--- config.mk ---
export PLATFORM = sky130hd
export DESIGN_NAME = shift_vector_flat
export DESIGN_NICKNAME = d
export VERILOG_FILES = /design/src/rtl/shift_vector_pkg.sv /design/src/rtl/shift_vector_if.sv /design/src/rtl/shift_vector_mem.sv /design/src/rtl/shift_vector.sv /design/src/flat_wrapper.sv
export SDC_FILE = /design/constraint.sdc
export NUM_CORES = 1
export LEC_CHECK = 0
export CAP_MARGIN = 10
export CORE_UTILIZATION = 58
export DETAILED_ROUTE_END_ITERATION = 6
export PLACE_DENSITY_LB_ADDON = 0.05
export SLEW_MARGIN = 15
export SYNTH_ARGS = -nofsm -noshare
export SYNTH_HDL_FRONTEND = slang
export SYNTH_SLANG_ARGS = --single-unit
--- constraint.sdc ---
create_clock -name clk -period 12.05 [get_ports clk]
set_clock_uncertainty 0.2 [all_clocks]
set_input_delay 2.41 -clock clk [delete_from_list [all_inputs] [get_ports clk]]
set_output_delay 2.41 -clock clk [all_outputs]
set_load 0.01 [all_outputs]
--- src/rtl/shift_vector_pkg.sv ---
// Shared types for the ordered shift vector: FSM states, shift direction and
// the strobe priority decode.
package shift_vector_pkg;

    typedef enum logic [1:0] {
        READY       = 2'd0,
        SHIFT_READ  = 2'd1,
        SHIFT_WRITE = 2'd2,
        FINISH      = 2'd3
    } state_e;

    typedef enum logic {
        DIR_INSERT = 1'b0,
        DIR_REMOVE = 1'b1
    } dir_e;

    typedef enum logic [2:0] {
        OP_NONE   = 3'd0,
        OP_GET    = 3'd1,
        OP_SET    = 3'd2,
        OP_INSERT = 3'd3,
        OP_REMOVE = 3'd4,
        OP_CLEAR  = 3'd5
    } op_e;

    // Highest-priority strobe wins; the rest of the same cycle are dropped.
    function automatic op_e decode_op(input logic get,
                                      input logic set,
                                      input logic insert,
                                      input logic remove,
                                      input logic clear);
        op_e op;
        op = OP_NONE;
        if (get)
            op = OP_GET;
        else if (set)
            op = OP_SET;
        else if (insert)
            op = OP_INSERT;
        else if (remove)
            op = OP_REMOVE;
        else if (clear)
            op = OP_CLEAR;
        return op;
    endfunction

endpackage

--- src/rtl/shift_vector_if.sv ---
// Command/status bundle of the shift vector; master drives strobes, slave is the vector.
interface shift_vector_if #(
    parameter int DATA_WIDTH = 8,
    parameter int DATA_COUNT = 127
);
    localparam int INDEX_WIDTH  = $clog2(DATA_COUNT);
    localparam int LENGTH_WIDTH = $clog2(DATA_COUNT + 1);

    logic [INDEX_WIDTH-1:0]  index;
    logic                    get;
    logic                    set;
    logic                    insert;
    logic                    remove;
    logic                    clear;
    logic [DATA_WIDTH-1:0]   data_in;
    logic [DATA_WIDTH-1:0]   data_out;
    logic [LENGTH_WIDTH-1:0] length;
    logic                    full;
    logic                    empty;
    logic                    ready;
    logic                    done;
    logic                    error;

    modport master (
        output index, get, set, insert, remove, clear, data_in,
        input  data_out, length, full, empty, ready, done, error
    );

    modport slave (
        input  index, get, set, insert, remove, clear, data_in,
        output data_out, length, full, empty, ready, done, error
    );

endinterface

--- src/rtl/shift_vector_mem.sv ---
// Single-port element store with registered read into either the visible
// read register (data_out) or the shift holding register (tmp).
module vector_mem #(
    parameter int DATA_WIDTH = 8,
    parameter int DATA_COUNT = 127,
    parameter int ADDR_WIDTH = 7
) (
    input  logic                  clk,
    input  logic                  rst,
    input  logic [ADDR_WIDTH-1:0] addr,
    input  logic                  we,
    input  logic [DATA_WIDTH-1:0] wdata,
    input  logic                  rd_out,
    input  logic                  rd_tmp,
    output logic [DATA_WIDTH-1:0] data_out,
    output logic [DATA_WIDTH-1:0] tmp
);

    logic [DATA_WIDTH-1:0] mem [DATA_COUNT];

    // Array contents survive reset on purpose.
    always_ff @(posedge clk) begin
        if (we)
            mem[addr] <= wdata;
    end

    always_ff @(posedge clk) begin
        if (rst) begin
            data_out <= '0;
            tmp      <= '0;
        end else begin
            if (rd_out)
                data_out <= mem[addr];
            if (rd_tmp)
                tmp <= mem[addr];
        end
    end

endmodule

--- src/rtl/shift_vector.sv ---
// Dense ordered vector with get/set/insert/remove/clear; insert and remove
// move the tail one element per read/write cycle pair.
module shift_vector
    import shift_vector_pkg::*;
#(
    parameter int DATA_WIDTH = 8,
    parameter int DATA_COUNT = 127
) (
    input  logic           clk,
    input  logic           rst,
    shift_vector_if.slave  bus
);

    localparam int INDEX_WIDTH  = $clog2(DATA_COUNT);
    localparam int LENGTH_WIDTH = $clog2(DATA_COUNT + 1);

    typedef logic [LENGTH_WIDTH-1:0] len_t;
    typedef logic [INDEX_WIDTH-1:0]  idx_t;
    typedef logic [DATA_WIDTH-1:0]   dat_t;

    state_e state, state_next;
    dir_e   dir_q, dir_next;
    len_t   length_q, length_next;
    len_t   j_q, j_next;
    idx_t   index_q, index_next;
    dat_t   data_q, data_next;
    logic   done_q, done_next;
    logic   error_q, error_next;

    idx_t   mem_addr;
    logic   mem_we;
    dat_t   mem_wdata;
    logic   rd_out;
    logic   rd_tmp;
    dat_t   rd_data;
    dat_t   tmp;

    len_t   idx_ext;
    len_t   j_dec;
    len_t   j_inc;
    len_t   len_dec;
    op_e    op;

    assign idx_ext = len_t'(bus.index);
    assign j_dec   = j_q - len_t'(1);
    assign j_inc   = j_q + len_t'(1);
    assign len_dec = length_q - len_t'(1);
    assign op      = decode_op(bus.get, bus.set, bus.insert, bus.remove, bus.clear);

    always_ff @(posedge clk) begin
        if (rst) begin
            state    <= READY;
            dir_q    <= DIR_INSERT;
            length_q <= '0;
            j_q      <= '0;
            index_q  <= '0;
            data_q   <= '0;
            done_q   <= 1'b0;
            error_q  <= 1'b0;
        end else begin
            state    <= state_next;
            dir_q    <= dir_next;
            length_q <= length_next;
            j_q      <= j_next;
            index_q  <= index_next;
            data_q   <= data_next;
            done_q   <= done_next;
            error_q  <= error_next;
        end
    end

    always_comb begin
        state_next  = state;
        dir_next    = dir_q;
        length_next = length_q;
        j_next      = j_q;
        index_next  = index_q;
        data_next   = data_q;
        done_next   = 1'b0;
        error_next  = 1'b0;
        mem_addr    = bus.index;
        mem_we      = 1'b0;
        mem_wdata   = bus.data_in;
        rd_out      = 1'b0;
        rd_tmp      = 1'b0;

        case (state)
            READY: begin
                case (op)
                    OP_GET: begin
                        done_next = 1'b1;
                        if (idx_ext >= length_q)
                            error_next = 1'b1;
                        else
                            rd_out = 1'b1;
                    end
                    OP_SET: begin
                        done_next = 1'b1;
                        if (idx_ext >= length_q)
                            error_next = 1'b1;
                        else
                            mem_we = 1'b1;
                    end
                    OP_INSERT: begin
                        if (length_q == len_t'(DATA_COUNT) || idx_ext > length_q) begin
                            done_next  = 1'b1;
                            error_next = 1'b1;
                        end else begin
                            index_next = bus.index;
                            data_next  = bus.data_in;
                            dir_next   = DIR_INSERT;
                            if (idx_ext == length_q) begin
                                state_next = FINISH;
                            end else begin
                                j_next     = length_q;
                                state_next = SHIFT_READ;
                            end
                        end
                    end
                    OP_REMOVE: begin
                        if (length_q == '0 || idx_ext >= length_q) begin
                            done_next  = 1'b1;
                            error_next = 1'b1;
                        end else begin
                            index_next = bus.index;
                            dir_next   = DIR_REMOVE;
                            if (idx_ext == len_dec) begin
                                state_next = FINISH;
                            end else begin
                                j_next     = idx_ext;
                                state_next = SHIFT_READ;
                            end
                        end
                    end
                    OP_CLEAR: begin
                        length_next = '0;
                        done_next   = 1'b1;
                    end
                    default: ;
                endcase
            end

            // Insert walks j down from the old end, remove walks j up from the hole.
            SHIFT_READ: begin
                rd_tmp     = 1'b1;
                mem_addr   = (dir_q == DIR_INSERT) ? j_dec[INDEX_WIDTH-1:0]
                                                   : j_inc[INDEX_WIDTH-1:0];
                state_next = SHIFT_WRITE;
            end

            SHIFT_WRITE: begin
                mem_we    = 1'b1;
                mem_addr  = j_q[INDEX_WIDTH-1:0];
                mem_wdata = tmp;
                if (dir_q == DIR_INSERT) begin
                    j_next     = j_dec;
                    state_next = (j_dec == len_t'(index_q)) ? FINISH : SHIFT_READ;
                end else begin
                    j_next     = j_inc;
                    state_next = (j_inc == len_dec) ? FINISH : SHIFT_READ;
                end
            end

            FINISH: begin
                mem_addr   = index_q;
                done_next  = 1'b1;
                state_next = READY;
                if (dir_q == DIR_INSERT) begin
                    mem_we      = 1'b1;
                    mem_wdata   = data_q;
                    length_next = length_q + len_t'(1);
                end else begin
                    length_next = len_dec;
                end
            end

            default: state_next = READY;
        endcase
    end

    vector_mem #(
        .DATA_WIDTH (DATA_WIDTH),
        .DATA_COUNT (DATA_COUNT),
        .ADDR_WIDTH (INDEX_WIDTH)
    ) u_mem (
        .clk      (clk),
        .rst      (rst),
        .addr     (mem_addr),
        .we       (mem_we & ~rst),
        .wdata    (mem_wdata),
        .rd_out   (rd_out),
        .rd_tmp   (rd_tmp),
        .data_out (rd_data),
        .tmp      (tmp)
    );

    assign bus.data_out = rd_data;
    assign bus.length   = length_q;
    assign bus.full     = (length_q == len_t'(DATA_COUNT));
    assign bus.empty    = (length_q == '0);
    assign bus.ready    = (state == READY);
    assign bus.done     = done_q;
    assign bus.error    = error_q;

endmodule

--- src/flat_wrapper.sv ---
// flat-port wrapper written by rule: the top's interface ports become plain ports
module shift_vector_flat import shift_vector_pkg::*;
#(
    parameter int DATA_WIDTH = 8,
    parameter int DATA_COUNT = 127
)
  (clk, rst, bus_index, bus_get, bus_set, bus_insert, bus_remove, bus_clear, bus_data_in, bus_data_out, bus_length, bus_full, bus_empty, bus_ready, bus_done, bus_error);
  shift_vector_if #(.DATA_WIDTH(DATA_WIDTH), .DATA_COUNT(DATA_COUNT)) bus_i ();
  input  logic clk;
  input  logic rst;
  input wire logic [$bits(bus_i.index)-1:0] bus_index;
  input wire logic [$bits(bus_i.get)-1:0] bus_get;
  input wire logic [$bits(bus_i.set)-1:0] bus_set;
  input wire logic [$bits(bus_i.insert)-1:0] bus_insert;
  input wire logic [$bits(bus_i.remove)-1:0] bus_remove;
  input wire logic [$bits(bus_i.clear)-1:0] bus_clear;
  input wire logic [$bits(bus_i.data_in)-1:0] bus_data_in;
  output wire logic [$bits(bus_i.data_out)-1:0] bus_data_out;
  output wire logic [$bits(bus_i.length)-1:0] bus_length;
  output wire logic [$bits(bus_i.full)-1:0] bus_full;
  output wire logic [$bits(bus_i.empty)-1:0] bus_empty;
  output wire logic [$bits(bus_i.ready)-1:0] bus_ready;
  output wire logic [$bits(bus_i.done)-1:0] bus_done;
  output wire logic [$bits(bus_i.error)-1:0] bus_error;
  assign bus_i.index = bus_index;
  assign bus_i.get = bus_get;
  assign bus_i.set = bus_set;
  assign bus_i.insert = bus_insert;
  assign bus_i.remove = bus_remove;
  assign bus_i.clear = bus_clear;
  assign bus_i.data_in = bus_data_in;
  assign bus_data_out = bus_i.data_out;
  assign bus_length = bus_i.length;
  assign bus_full = bus_i.full;
  assign bus_empty = bus_i.empty;
  assign bus_ready = bus_i.ready;
  assign bus_done = bus_i.done;
  assign bus_error = bus_i.error;
  shift_vector #(.DATA_WIDTH(DATA_WIDTH), .DATA_COUNT(DATA_COUNT)) u_core (.clk(clk), .rst(rst), .bus(bus_i));
endmodule
# [After elaboration in Yosys (flattened, before gate mapping)]
# Memory sizes are Yosys's and may differ from the RTL's.
# Index checks and enable logic that the tools add are counted.
# W data, S select, Z words.
[totals] register_bits=50 latch_bits=0 mem_bits_rw=1016 rom_bits=0 in_bits=22 output_inout_bits=20 wordCells=105 mem_count=1
[memory_table] memory="u_core.u_mem.mem" depth=127 width=8 read_ports=1 rd_ports_with_merged_regs=0 write_ports=1 line_no="shift_vector_mem.sv:19" text="logic [DATA_WIDTH-1:0] mem [DATA_COUNT];"
[op_classes] add_sub_neg=4 n_mul=0 n_div=0 magnitude_cmp=2 n_eq_ne=21 n_shift=0 muxes=48 n_bitwise=4 n_reduce_logical=15
[ops] op="$mux W7" count=9
[ops] op="$pmux W7 S2" count=4
[ops] op="$eq A7 B7 Y1" count=4
[ops] op="$pmux W7 S3" count=1
[ops] op="$pmux W8 S2" count=1
[ops] op="$mux W3" count=5
[ops] op="$add A7 B1 Y7 const B" count=2
[ops] op="$mux W2" count=7
[ops] op="$sub A7 B1 Y7 const B" count=2
[ops] op="$mux W1" count=13
[ops] op="$ne A3 B3 Y1 const B" count=4
[ops] op="$pmux W1 S3" count=3
[ops] op="$mux W8" count=1
[ops] op="$pmux W2 S4" count=1
[ops] op="$eq A7 B7 Y1 const B" count=1
[ops] op="$ge A7 B7 Y1" count=1
[ops] op="$gt A7 B7 Y1" count=1
[ops] op="$logic_not A7 Y1" count=1
[ops] op="$eq A3 B2 Y1 const B" count=2
[ops] op="$eq A3 B3 Y1 const B" count=2
[ops] op="$reduce_and A3 Y1" count=2
[ops] op="$reduce_and A6 Y1" count=1
[ops] op="$reduce_bool A2 Y1" count=3
[ops] op="$eq A2 B2 Y1 const B" count=2
[ops] op="other kinds (15)" count=21

# [Logic depth before layout (Yosys ltp)]
[logic_depth] word_depth=11 mapped_depth=17 mapped_depth_nobuf=11

# [Cells and area by module]
# From an unflattened synthesis, not the netlist that was laid out.
[unflattened] cells_unflattened=2852 area_unflattened_um2=43689.4
[by_module_without_submodules] module="vector_mem" instances=1 cells_per_inst=2459 area_per_inst_um2=40674.0 seq_area_each_um2=30829.6
[by_module_without_submodules] module="shift_vector" instances=1 cells_per_inst=393 area_per_inst_um2=3015.4 seq_area_each_um2=680.7

# [Least setup slack after synthesis]
# No wires, ideal clock.
[synth_path] path_kind="input to register" startpoint="input bus_index[4]" endpoint="memory u_core.u_mem.mem[73][0] (enable)" setup_ns=0.370 arrival_time_ns=4.846 required_ns=11.480 path_slack_ns=6.633 path_stages=10 n_path_buf=1 path_cell_list="ha_1 -> a21o_1 -> a21o_1 -> a21oi_1 -> o21a_1 -> a311oi_1 -> nor4_1 -> nand3_1 -> clkbuf_1 -> nor2_1"
[synth_between] elab_chain_len=7 word_cells_on_any_way=8 classes_between="order compare: 1; mux: 6; bitwise: 1"
[synth_rtl] element="start, declared" line_no="flat_wrapper.sv:11" text="input wire logic [$bits(bus_i.index)-1:0] bus_index;"
[synth_rtl] element="$ge A7 B7 Y1" line_no="shift_vector.sv:99" text="if (idx_ext >= length_q)"
[synth_rtl] element="$mux W1" line_no="shift_vector.sv:99"
[synth_rtl] element="$mux W1" line_no="shift_vector.sv:89" text="case (op)"
[synth_rtl] element="$pmux W1 S3" line_no="shift_vector.sv:87" text="case (state)"
[synth_rtl] element="$and A1 B1 Y1" line_no="shift_vector.sv:189" text=".we (mem_we & ~rst),"
[synth_rtl] element="$mux W1" line_no="shift_vector_mem.sv:23" text="if (we)"
[synth_rtl] element="$mux W1 (implied by the code)" line_no="shift_vector_mem.sv:24" text="mem[addr] <= wdata;"
[synth_rtl] element="end, declared" line_no="shift_vector_mem.sv:19"
# Parallel ways exist; a longest one is shown, timed or not.

# [Worst setup path in the final report]
[layout_path] startpoint="input bus_index[2]" endpoint="register u_core.u_mem.tmp[7], read port of u_core.u_mem.mem"
[layout_between] elab_chain_len=2
[layout_rtl] element="$pmux W7 S3" line_no="shift_vector.sv:87"
[layout_rtl] element="$mem_v2 Z127 W8"
[layout_rtl] element="end, declared" line_no="shift_vector_mem.sv:16" text="output logic [DATA_WIDTH-1:0] tmp"
# Every way passes these cells.
# A chain may end at the register's enable or synchronous reset.

==> impl_metrics.tcl <==
set metrics [dict create \
    status "finished, final reports clean" \
    post-cts-setup-buffers 0 \
    h-tree-depth 3 \
    rsz0062_at_grt "false" \
    ctsLongestPathBuffers 3 \
    setup.worst_path.start_class "input port" \
    arrival_ns 7.25 \
    grt_overflow 0 \
    hp-class "flop to flop" \
    synth_area_mm2 0.04360 \
    drt_iter0_drc 3934 \
    postCtsHoldBufs 0 \
    slowest_delay_ns 0.72 \
    antenna_found_initial 0 \
    die_y_um 276.2 \
    wl_met3_um 11500 \
    r2r_setup_slack_ns 6.11 \
    synth-seq-cells 1066 \
    clkTransAtPathRegs_ns 0.06 \
    async_reset_ff_frac 0 \
    yosysTopAreaCellShare 0.6997 \
    crit_start "bus_index[2]" \
    rr_endpoint "u_core.u_mem.tmp[7]" \
    finalPower_uw 13210 \
    critPathSlowestCell "clkdlybuf4s50_1" \
    hpwl_um 70550 \
    syn_to_final_growth_pct 10.92 \
    top_layer_used "met4" \
    grt_pass1_vias 26600 \
    cts_root_buf "clkbuf_16" \
    fmax_ghz 0.1445 \
    syn-num-nets 3276 \
    synth_cell_types 82 \
    vias 27900 \
    ys_seq_area_frac 0.7227 \
    gp_congestion 0.9017 \
    port-buffer-count 41 \
    viasPerCell 6.517 \
    synth.yosys.warnings 0 \
    p_leak_uw 0.01601 \
    avgSynthCellArea_um2 13.46 \
    setup_violations 0 \
    drive_gt1_frac 0.07880 \
    grt_max_degree 233 \
    endpoint "u_core.u_mem.tmp[7]" \
    synth.area.top_cells "edfxtp_1 70%, nand2_1 5.9%, mux2i_1 3.5%" \
    grt_pass1_wl_um 175700 \
    r2r-start "u_core.state[0]" \
    wire_per_inst_um 28.04 \
    drc 0 \
    die_area_mm2 0.07627 \
    drt-met1-wl_um 49560 \
    post_cts_resized 0 \
    ant_nets 0 \
    tns_ns 0 \
    cap_violations 0 \
    crit_top_cell "buf_4" \
    clk_latency_ns 0.68 \
    crit_type "input port to flop" \
    yosysTopAreaCell "edfxtp_1" \
    num_rows 100 \
    coreArea_mm2 0.07445 \
    drt_wl_total_um 120000 \
    slew_viol_final 0 \
    power_density_mw_per_mm2 273.2 \
    die_x_um 276.2 \
    rr_worst_depth 14 \
    initial_core_util 0.5857 \
    max_slew.worst_pin.slew_ns 1.205 \
    dr.pass1.iters 6 \
    critPathMaxFanout 196 \
    cp_cell_sequence "clkdlybuf4s50_1, o21ai_1, buf_4, o21ai_4, buf_4, buf_12, mux2i_1, a32oi_1, a31oi_1, a311oi_1, a211oi_1, o32ai_1" \
    ios 42 \
    syn_inst 3239 \
    ys.flop_type "edfxtp_1" \
    n_antenna_cell 0 \
    cts.sinks 1066 \
    synth_edf_count 1016 \
    layout.nets 3262 \
    hold_viol 0 \
    vdd_ir_drop_max_mv 0.2844 \
    cts-buffers-inserted 106 \
    period_needed_ns 6.922 \
    whs_path_depth 2 \
    fin_crit_sh 0.5745 \
    relSlewSlack 0.1967 \
    end_kind "flop" \
    crit_required_ns 12.38 \
    grtUsageTotal 0.3136 \
    wl_met2_um 54860 \
    tritoncts "yes" \
]
registers in the layout, summed over array words and instances (netlist names):
name / cells
u_core.index_q: 7
u_core.dir_q: 1
u_core.bus.done: 1
u_core.u_mem.data_out: 8
u_core.bus.length: 7
u_core.bus.error: 1
u_core.data_q: 8
u_core.j_q: 7
u_core.u_mem.tmp: 8
u_core.state: 2
u_core.u_mem.mem: 1016
worst min-delay path by stage:
stage                         from                  end
2_1_floorplan  u_core.u_mem.tmp[7]  u_core.u_mem.tmp[7]
3_3_place_gp      u_core.data_q[5]     u_core.data_q[5]
3_5_place_dp   u_core.u_mem.tmp[0]  u_core.u_mem.tmp[0]
4_1_cts        u_core.u_mem.tmp[0]  u_core.u_mem.tmp[0]
5_1_grt        u_core.u_mem.tmp[0]  u_core.u_mem.tmp[0]
6_report          u_core.data_q[3]     u_core.data_q[3]
report_power, final:
part	leakage (µW)	internal [µW]	switching, µW
registers	0.00958	4470	48.8
clock network	0.00172	1950	1390
logic	0.00471	1390	3960
total	0.0160	7810	5400
critical path, delay by kind of cell:
| kind | cells | cell delay (ns) |
|---|---|---|
| AO/OA/AOI/OAI | 7 | 1.98 |
| buffers and inverters | 4 | 2.09 |
| multiplexers | 1 | 0.34 |
cell usage after synthesis (5+ instances only):
master,n
a31oi_1,29
nor2b_1,7
inv_1,33
o32ai_1,7
nand4_1,72
a21o_1,11
ha_1,15
nor4_1,13
and2_1,9
o21ai_0,26
o21ai_1,6
nor2_1,216
xnor2_1,26
a32oi_1,64
dfxtp_1,50
a221oi_1,7
nand3b_1,8
mux4_2,23
a311oi_1,30
a21boi_0,7
nand2_1,688
o221ai_1,7
nand3_1,234
mux2i_1,152
a222oi_1,8
buf_2,45
o2111ai_1,8
o22ai_1,14
a211oi_1,10
o31ai_1,8
clkbuf_1,130
and3_1,13
xor2_1,10
buf_1,27
a21oi_1,82
a22oi_1,5
o211ai_1,28
nor3_1,26
edfxtp_1,1016
cell usage in the layout (no fill, tap or decap), types with 21 or more instances in the layout:
cell and count:
edfxtp_1 1016, nand2_1 686, nand3_1 231, nor2_1 216, mux2i_1 152, clkbuf_16 110
a21oi_1 79, nand4_1 72, a32oi_1 64, dfxtp_1 50, clkdlybuf4s50_1 40, buf_4 40
a311oi_1 30, a31oi_1 29, o211ai_1 28, xnor2_1 26, o21ai_0 26, inv_1 25
nor3_1 25, mux4_2 23, clkbuf_1 22, clkinv_2 21
routing by layer:
metal | up-vias | global-route usage
li1 | 12160 | -
met2 | 1554 | 0.4793
met3 | 249 | 0.05941
met4 | 0 | 0.1080
met5 | - | 0
met1 | 13940 | 0.4561
logic make-up (layout without fill, tap and decap cells):
family / count (synthesis) / count (layout) / share of synthesized area
compound gates: 390 / 390 / 0.06497
xor+xnor: 36 / 36 / 0.007232
fa+ha+maj: 15 / 15 / 0.004305
buf+inv: 240 / 313 / 0.02238
flops: 1066 / 1066 / 0.7227
mux: 181 / 181 / 0.04833
simple gates: 1311 / 1311 / 0.1301
per-stage QoR:
step                      cells  hold WS [ns]    util  setup WS [ns]  area, µm²
after floorplan            3239        0.2540       -          6.633      43600
after global placement     4086        0.2775  0.6023          4.618      44840
after detailed placement   4086        0.2931  0.6023          4.483      44840
after CTS                  4281        0.3082  0.6496          5.178      48360
after global routing       4281        0.3317  0.6496          4.916      48360
final                      4281        0.3054  0.6496          5.128      48360
layout make-up:
class                           count  area, µm²
Sequential cell                  1066      31510
Multi-Input combinational cell   1933      11220
Inverter                           35      151.4
Clock inverter                     62      675.6
Timing Repair Buffer               83      745.7
Tap cell                          969       1212
Fill cell                        5408      26090
Clock buffer                      133       2849
Power figures use the tool's default switching activity.
